<file path="config.mk">
export PLATFORM = sky130hd
export DESIGN_NAME = addru_serial_tr
export DESIGN_NICKNAME = d
export VERILOG_FILES = /design/src/rtl/addru_pkg.sv /design/src/rtl/addru_digit.sv /design/src/rtl/addru_serial_tr.sv
export SDC_FILE = /design/constraint.sdc
export NUM_CORES = 1
export LEC_CHECK = 0
export ABC_CLOCK_PERIOD_IN_PS = 10100
export CAP_MARGIN = 10
export CORE_MARGIN = 3
export CORE_UTILIZATION = 60
export DETAILED_ROUTE_END_ITERATION = 10
export PLACE_DENSITY_LB_ADDON = 0.12
export SYNTH_ARGS = -nofsm -noshare
export SYNTH_HDL_FRONTEND = slang
export SYNTH_HIERARCHICAL = 1
export SYNTH_SLANG_ARGS = --single-unit
</file>
<file path="constraint.sdc">
create_clock -name clk -period 10.1 [get_ports clk]
set_clock_uncertainty 0.15 [all_clocks]
set_input_delay 2.02 -clock clk [delete_from_list [all_inputs] [get_ports clk]]
set_output_delay 2.02 -clock clk [all_outputs]
set_load 0.05 [all_outputs]
</file>
<file path="src/rtl/addru_pkg.sv">
// Shared types and sizing helpers for the digit-serial adder.
package addru_pkg;

  typedef enum logic [1:0] {
    IDLE  = 2'd0,
    PASS1 = 2'd1,
    PASS2 = 2'd2,
    DONE  = 2'd3
  } state_t;

  localparam int CHECK_NONE = 0;
  localparam int CHECK_TR   = 1;

  // Number of digits needed to cover the operand width.
  function automatic int num_digits(input int width, input int digit);
    if (digit <= 0) return 1;
    return width / digit;
  endfunction

  // Width of the digit index register; never narrower than one bit.
  function automatic int idx_width(input int width, input int digit);
    int n;
    n = num_digits(width, digit);
    if (n <= 1) return 1;
    return $clog2(n);
  endfunction

endpackage

</file>
<file path="src/rtl/addru_digit.sv">
// Combinational DIGIT-bit ripple-carry adder slice.
module addru_digit #(
  parameter int DIGIT = 4
) (
  input  logic [DIGIT-1:0] a_d,
  input  logic [DIGIT-1:0] b_d,
  input  logic             cin,
  output logic [DIGIT-1:0] s_d,
  output logic             cout
);

  logic [DIGIT:0] c;

  // Bit-level ripple chain from cin through to cout.
  always_comb begin
    s_d  = '0;
    c    = '0;
    c[0] = cin;
    for (int i = 0; i < DIGIT; i++) begin
      s_d[i]   = a_d[i] ^ b_d[i] ^ c[i];
      c[i+1]   = (a_d[i] & b_d[i]) | (c[i] & (a_d[i] ^ b_d[i]));
    end
    cout = c[DIGIT];
  end

endmodule

</file>
<file path="src/rtl/addru_serial_tr.sv">
// Digit-serial unsigned adder with optional time-redundant self-check.
//
// state | meaning
// IDLE  | waiting for an operand pair, in_ready high
// PASS1 | adding A+B one digit per cycle into acc1
// PASS2 | re-adding as B+A into acc2 (CHECK=1 only); inj corrupts a digit
// DONE  | result presented on sum/err with out_valid until out_ready
module addru_serial_tr
  import addru_pkg::*;
#(
  parameter int WIDTH = 16,
  parameter int DIGIT = 4,
  parameter int CHECK = CHECK_TR,
  parameter int ERRW  = 8
) (
  input  logic             clk,
  input  logic             rst_n,
  input  logic             in_valid,
  output logic             in_ready,
  input  logic [WIDTH-1:0] a,
  input  logic [WIDTH-1:0] b,
  input  logic             inj,
  output logic             out_valid,
  input  logic             out_ready,
  output logic [WIDTH:0]   sum,
  output logic             err,
  output logic [ERRW-1:0]  err_cnt
);

  localparam int N        = num_digits(WIDTH, DIGIT);
  localparam int IDX_W    = idx_width(WIDTH, DIGIT);
  localparam bit DO_CHECK = (CHECK == CHECK_TR);

  if (DIGIT < 1 || DIGIT > WIDTH || (WIDTH % DIGIT) != 0) begin : g_bad_params
    $error("addru_serial_tr: WIDTH must be a positive multiple of DIGIT");
  end

  state_t           state;
  logic [WIDTH-1:0] op_a;
  logic [WIDTH-1:0] op_b;
  logic [WIDTH:0]   acc1;
  logic [WIDTH:0]   acc2;
  logic             carry;
  logic [IDX_W-1:0] idx;

  logic             pass2;
  logic             last;
  int               base;
  logic [DIGIT-1:0] dig_a;
  logic [DIGIT-1:0] dig_b;
  logic [DIGIT-1:0] add_a;
  logic [DIGIT-1:0] add_b;
  logic [DIGIT-1:0] s_d;
  logic [DIGIT-1:0] s_fix;
  logic             cout;
  logic [WIDTH:0]   mask;
  logic [WIDTH:0]   acc_sel;
  logic [WIDTH:0]   acc_nxt;

  // Digit selection, operand swap for the check pass, and accumulator merge.
  always_comb begin
    pass2   = (state == PASS2);
    last    = (idx == IDX_W'(N - 1));
    base    = int'(idx) * DIGIT;
    dig_a   = DIGIT'(op_a >> base);
    dig_b   = DIGIT'(op_b >> base);
    add_a   = pass2 ? dig_b : dig_a;
    add_b   = pass2 ? dig_a : dig_b;
    s_fix   = s_d;
    s_fix[0] = s_d[0] ^ (inj & pass2 & DO_CHECK);
    mask    = (WIDTH+1)'({DIGIT{1'b1}});
    acc_sel = pass2 ? acc2 : acc1;
    acc_nxt = (acc_sel & ~(mask << base)) | ((WIDTH+1)'(s_fix) << base);
    if (last) acc_nxt[WIDTH] = cout;
  end

  addru_digit #(.DIGIT(DIGIT)) u_digit (
    .a_d  (add_a),
    .b_d  (add_b),
    .cin  (carry),
    .s_d  (s_d),
    .cout (cout)
  );

  // Control FSM with all datapath registers and registered outputs.
  always_ff @(posedge clk or negedge rst_n) begin
    if (!rst_n) begin
      state     <= IDLE;
      op_a      <= '0;
      op_b      <= '0;
      acc1      <= '0;
      acc2      <= '0;
      carry     <= 1'b0;
      idx       <= '0;
      in_ready  <= 1'b1;
      out_valid <= 1'b0;
      sum       <= '0;
      err       <= 1'b0;
      err_cnt   <= '0;
    end else begin
      case (state)
        IDLE: begin
          if (in_valid) begin
            op_a     <= a;
            op_b     <= b;
            acc1     <= '0;
            acc2     <= '0;
            carry    <= 1'b0;
            idx      <= '0;
            in_ready <= 1'b0;
            state    <= PASS1;
          end
        end
        PASS1: begin
          acc1  <= acc_nxt;
          carry <= cout;
          if (last) begin
            idx   <= '0;
            carry <= 1'b0;
            if (DO_CHECK) begin
              state <= PASS2;
            end else begin
              state     <= DONE;
              sum       <= acc_nxt;
              err       <= 1'b0;
              out_valid <= 1'b1;
            end
          end else begin
            idx <= idx + IDX_W'(1);
          end
        end
        PASS2: begin
          acc2  <= acc_nxt;
          carry <= cout;
          if (last) begin
            idx       <= '0;
            carry     <= 1'b0;
            state     <= DONE;
            sum       <= acc1;
            err       <= (acc1 != acc_nxt);
            out_valid <= 1'b1;
          end else begin
            idx <= idx + IDX_W'(1);
          end
        end
        DONE: begin
          if (out_ready) begin
            state     <= IDLE;
            out_valid <= 1'b0;
            in_ready  <= 1'b1;
            if (err && (err_cnt != '1)) err_cnt <= err_cnt + ERRW'(1);
          end
        end
        default: begin
          state     <= IDLE;
          in_ready  <= 1'b1;
          out_valid <= 1'b0;
        end
      endcase
    end
  end

endmodule
</file>
# After elaboration in Yosys (flattened, before gate mapping)
# Index checks and enable logic that the tools add are counted.
# Widths: inputs -> output; s select.
word_totals:
  register_bits: 99
  inputBits: 37
  wordCells: 93
classes:
  add_sub_neg: 2
  eq_ne: 10
  shift: 4
  mux: 23
  bitwise_logic: 25
  reduce_logical: 17
op_table:
  columns: ["op", "n"]
  rows:
  - ["$pmux 17 s2", 2]
  - ["$mux 17", 2]
  - ["$shr 16x4->4", 2]
  - ["$and 17x17->17", 1]
  - ["$ne 17x17->1", 1]
  - ["$not 17->17", 1]
  - ["$or 17x17->17", 1]
  - ["$shl 4x4->17", 1]
  - ["$shl 4x4->17 const A", 1]
  - ["$mux 2", 6]
  - ["$reduce_and 2->1", 5]
  - ["$reduce_bool 2->1", 5]
  - ["$and 1x1->1", 9]
  - ["$reduce_and 3->1", 3]
  - ["$xor 1x1->1", 9]
  - ["$add 8x1->8 const B", 1]
  - ["$mux 4", 2]
  - ["$ne 8x8->1 const B", 1]
  - ["$pmux 2 s4", 1]
  - ["$eq 2x2->1 const B", 3]
  - ["$mux 1", 6]
  - ["$ne 2x2->1 const B", 3]
  - ["$pmux 1 s2", 3]
  - ["$or 1x1->1", 4]
  - ["8 further kinds", 8]

# Depth between registers and ports, before layout
depth:
  ltp_word: 14
  depth_mapped: 20

# Cells and area by module
# Netlist, hierarchy kept.
by_module_without_submodules:
  columns: ["mod", "instances", "cells_per_inst", "area_each_um2", "seq_area_each_um2"]
  rows:
  - ["addru_serial_tr", 1, 441, 5062.4, 2478.6]
  - ["addru_digit", 1, 14, 117.6, 0.0]

# Least setup slack after synthesis
# Ideal clock, no wire load.
synth_timing:
  kind: "register to register"
  from: "register state[0]"
  to: "register err"
  t_arrival_ps: 4228
  t_required_ps: 9814
  slack_ps: 5586
  stages_incl_launch_ff: 21
  cell_sequence: "dfrtp_1 -> inv_1 -> ha_1 -> buf_2 -> buf_2 -> buf_2 -> mux2_2 -> fa_1 -> inv_1 -> fa_1 -> inv_1 -> fa_1 -> inv_1 -> fa_1 -> inv_1 -> or3b_1 -> nand3b_1 -> o211ai_1 -> o21ai_0 -> and4b_1 -> a31oi_1"
synth_between:
  elab_chain_cells: 13
  elab_cells_between_ends: 32
  classes_between: "eq/ne: 2; shift: 1; mux: 4; bitwise: 24; reduce/logical: 1"
synth_rtl:
  columns: ["item", "line", "rtl"]
  rows:
  - ["from (decl)", "addru_serial_tr.sv:38", "state_t state;"]
  - ["from (signal assigned)", "addru_serial_tr.sv:88", "state <= IDLE;"]
  - ["from (signal assigned)", "addru_serial_tr.sv:111", "state <= PASS1;"]
  - ["from (signal assigned)", "addru_serial_tr.sv:121", "state <= PASS2;"]
  - ["$eq 2x2->1 *", "addru_serial_tr.sv:62", "pass2 = (state == PASS2);"]
  - ["$mux 4 *", "addru_serial_tr.sv:67", "add_a = pass2 ? dig_b : dig_a;"]
  - ["named net add_a[0]", "addru_serial_tr.sv:51", "logic [DIGIT-1:0] add_a;"]
  - ["$xor 1x1->1", "addru_digit.sv:21", "c[i+1] = (a_d[i] & b_d[i]) | (c[i] & (a_d[i] ^ b_d[i]));"]
  - ["$and 1x1->1", "addru_digit.sv:21", null]
  - ["$or 1x1->1 *", "addru_digit.sv:21", null]
  - ["$and 1x1->1 *", "addru_digit.sv:21", null]
  - ["$or 1x1->1 *", "addru_digit.sv:21", null]
  - ["$and 1x1->1 *", "addru_digit.sv:21", null]
  - ["$or 1x1->1 *", "addru_digit.sv:21", null]
  - ["$xor 1x1->1 *", "addru_digit.sv:20", "s_d[i] = a_d[i] ^ b_d[i] ^ c[i];"]
  - ["named net s_d[3]", "addru_serial_tr.sv:53", "logic [DIGIT-1:0] s_d;"]
  - ["$shl 4x4->17 *", "addru_serial_tr.sv:73", "acc_nxt = (acc_sel & ~(mask << base)) | ((WIDTH+1)'(s_fix) << base);"]
  - ["$or 17x17->17 *", "addru_serial_tr.sv:73", null]
  - ["$ne 17x17->1 *", "addru_serial_tr.sv:140", "err <= (acc1 != acc_nxt);"]
  - ["to (signal assigned)", "addru_serial_tr.sv:140", null]
  - ["to (decl)", "addru_serial_tr.sv:26", "output logic err,"]
# Mark *: on every way through the listed nets, which the timed path passes. The rest lies on a longest branch.
# A chain may end at the register's enable or synchronous reset.

# Worst setup path after layout
# Ends and elaborated chain as after synthesis.

==> results.rst <==
.. list-table::
   :header-rows: 1

   * - Metric
     - Value
   * - F_max
     - 210 MHz
   * - Layout overhead on the synthesized area
     - 17.4%
   * - Number of levels the H-tree was split into
     - 3
   * - Number of DRC violations after detailed-routing iteration 0
     - 324
   * - Most used cell along the critical path
     - sky130_fd_sc_hd__inv_1
   * - Clk Latency, worst-skew pair
     - 0.38 ns
   * - Final worst-path cycle share
     - 47.2%
   * - Total track usage
     - 24.8%
   * - Clock tree root buffer cell
     - sky130_fd_sc_hd__clkbuf_8
   * - Slew at the pin with the worst max-slew slack
     - 1.08 ns
   * - Area share of the largest cell type after synthesis
     - 47.3%
   * - Via-to-Cell Ratio
     - 6.21
   * - Routability Congestion
     - 0.997
   * - Vias in the first global route
     - 3993
   * - Detailed-route via count
     - 3867
   * - Net count after synthesis
     - 506
   * - Most frequent standard cell in the layout excluding fill and tap cells
     - sky130_fd_sc_hd__dfrtp_1
   * - Clock net sink count
     - 99
   * - Initial core utilization
     - 62.4%
   * - Hold bufs inserted after CTS
     - 0
   * - List of cells traversed by the critical path
     - inv_1 -> ha_2 -> buf_4 -> mux2_2 -> fa_1 -> inv_1 -> fa_1 -> inv_1 -> fa_1 -> inv_1 -> fa_1 -> inv_1 -> or3b_1 -> nand3b_1 -> o211ai_1 -> o21ai_0 -> and4b_1 -> a31oi_1
   * - Final Hold Fails
     - 0
   * - Die width
     - 98.9 microns
   * - Top cell family by delay on the critical path
     - adder cells
   * - Critical path launch point type
     - flop
   * - Time the final worst path needs with I/O delays and setup
     - 4.76 ns
   * - IO Count
     - 65
   * - Worst min path class
     - flop to flop
   * - Post-detailed-routing wire length
     - 11300 microns
   * - Mean cell area of the mapped netlist
     - 11.4 sq um
   * - Number of buffers on the longest clock path
     - 2
   * - Worst slew margin relative to its limit
     - 26.4%
   * - Commonest cells after routing, fill and taps aside
     - sky130_fd_sc_hd__dfrtp_1, sky130_fd_sc_hd__clkdlybuf4s50_1, sky130_fd_sc_hd__mux2_2, sky130_fd_sc_hd__nand2_1, sky130_fd_sc_hd__o21ai_0
   * - Instance count along the most critical hold path
     - 2
   * - Biggest area consumer among synthesized cells
     - sky130_fd_sc_hd__dfrtp_1
   * - Buf/Inv on CP
     - 6
   * - Total iterations of the first detailed-routing run
     - 5
   * - Largest net degree at the start of global routing
     - 61
   * - Type of the worst setup path
     - flop to flop
   * - Smallest setup slack after layout
     - 5.34 ns
   * - Antenna-violating nets left
     - 0
   * - First-pass GRT wire length
     - 19400 microns
   * - Fraction of layout cells with a size suffix above 1
     - 17.2%
   * - Per-cell routed wire length
     - 18.2 microns
   * - Post-CTS setup buffer count
     - 0
   * - Number of synthesized flops with an enable pin
     - 0
   * - Status
     - complete, no violations
   * - Number of nets in the layout
     - 565
   * - Number of filler instances in the final layout
     - 602
   * - Fraction of the yosys area taken by sequential cells
     - 47.9%
   * - Post-route cell area
     - 6080 sq um
   * - Remaining global-route overflow
     - 0
   * - Final HPWL from detailed placement
     - 7930 microns
   * - TritonCTS Buffers
     - 9
   * - Worst setup timing slack at the placement stage
     - 5.42 ns
   * - Setup repair after global routing missed its margin
     - false
   * - Critical path arrival
     - 4.87 ns
   * - Req. time, crit path
     - 10.20 ns
   * - Main area contributors after synthesis
     - sky130_fd_sc_hd__dfrtp_1, sky130_fd_sc_hd__mux2_2, sky130_fd_sc_hd__a22o_1
   * - FFs w/ async S/R, synth
     - 100%
   * - Uppermost signal routing layer after detailed routing
     - met4
   * - Count of cell types in the netlist
     - 63
   * - Cell area after synthesis
     - 5180 sq um
   * - Max-slew violation count
     - 0
   * - Antenna fix cells
     - 0
   * - DRC
     - 0
   * - Setup TNS
     - 0 ns
   * - Worst Reg2Reg Path Length in Cells
     - 18
   * - Final setup vio count
     - 0
   * - Syn Inst Count
     - 455
   * - CORE AREA
     - 8300 sq um
   * - Crit Path Max Fanout
     - 50
   * - Cell with the largest stage delay on the worst path
     - sky130_fd_sc_hd__buf_4
   * - Number of core rows
     - 33
   * - Number of warnings printed during yosys synthesis
     - 6
   * - Sum of met2 wire segment lengths after detailed routing
     - 5440 microns
   * - Instance area after placement
     - 5900 sq um
   * - DR WL met3
     - 726 microns
   * - Post-CTS clock slew at the launch and capture registers of the worst setup and hold paths
     - 0.10 ns
   * - Number of I/O port buffers
     - 64
   * - Flops & latches, synth
     - 99
   * - Post-CTS sizing
     - 0
   * - Overall die area
     - 9780 sq um
   * - Number of max-capacitance violations reported
     - 0
   * - CTS tree
     - yes
   * - Critical Path Stages
     - 18
   * - Worst path max stage delay
     - 0.50 ns
   * - Detailed-route wire length on metal 1
     - 4800 microns
   * - Kind of capture point of the worst setup path
     - flop
   * - Number of antenna violations at the first check in global routing
     - 0
   * - Main synth FF type
     - sky130_fd_sc_hd__dfrtp_1
   * - DIE HEIGHT
     - 98.9 microns
[layout make-up]
class                      instances  area (sq um)  area share [%]
sequential                        99          2480            40.8
clock inverter                     6          56.3           0.926
tap                              105           131            2.16
inverter                          29           109            1.79
timing repair buffer              70           683            11.2
multi-input combinational        305          2500            41.1
clock buffer                       9           124            2.04
[flip-flops by register name (all words and copies together) (netlist names)]
signal     flops
in_ready       1
carry          1
op_a          16
state          2
op_b          16
sum           17
acc1          17
idx            2
acc2          17
err_cnt        8
err            1
out_valid      1
[cells by family (layout without fill, tap and decap cells)]
kind of cell / after synthesis / count (layout) / synth area share [%]
AO/OA/AOI/OAI: 114 / 114 / 15.4
XOR/XNOR: 9 / 9 / 1.52
adder cells (fa/ha/maj): 14 / 14 / 3.96
buffers and inverters: 51 / 114 / 4.06
flip-flops: 99 / 99 / 47.9
multiplexers: 79 / 79 / 18.5
AND/OR/NAND/NOR: 89 / 89 / 8.72
[final timing paths]
check                                startpoint                   end  slack [ns]
hold reg to reg              sum[9]$_DFFE_PN0P_    sum[9]$_DFFE_PN0P_        0.34
min in group asynchronous                 rst_n  acc2[16]$_DFFE_PN0P_        1.45
hold / removal               sum[9]$_DFFE_PN0P_    sum[9]$_DFFE_PN0P_        0.34
setup reg to reg           state[0]$_DFFE_PN0P_       err$_DFFE_PN0P_        5.34
max in group asynchronous                 rst_n  op_a[15]$_DFFE_PN0P_        7.24
setup / recovery           state[0]$_DFFE_PN0P_       err$_DFFE_PN0P_        5.34
[cell usage after synthesis (all sizes together) (5+ instances only)]
cell type  count
a21oi          9
a22o          26
buf           15
clkbuf         7
dfrtp         98
ha            10
inv           29
mux2          54
mux2i         17
mux4           8
nand2         38
nand3          5
nor2          15
nor2b          6
o21ai         36
o22ai          7
xnor2          7
[through the flow]
| stage | hold slack, ns | instances | util (%) |
|---|---|---|---|
| CTS | 0.344 | 623 | 73.3 |
| detailed placement | 0.323 | 608 | 71.1 |
| floorplan | 0.316 | 455 | - |
| finish | 0.338 | 623 | 73.3 |
| global route | 0.380 | 623 | 73.3 |
| global placement | 0.312 | 608 | 71.1 |
[worst min-delay path, cell delays in order, from the launching register on]
cell and delay, ns:
sky130_fd_sc_hd__dfrtp_1 0.35, sky130_fd_sc_hd__nand2_1 0.05, sky130_fd_sc_hd__o21ai_0 0.06
[metal layers]
metal	up-vias	track usage, %
met3	38	5.66
met4	0	10.9
met1	1884	31.9
met2	165	40.2
met5	-	0
li1	1780	-
Power is left out: the tool's default activity adds up to more than one toggle a clock period on the data nets, which glitch-free logic cannot reach.
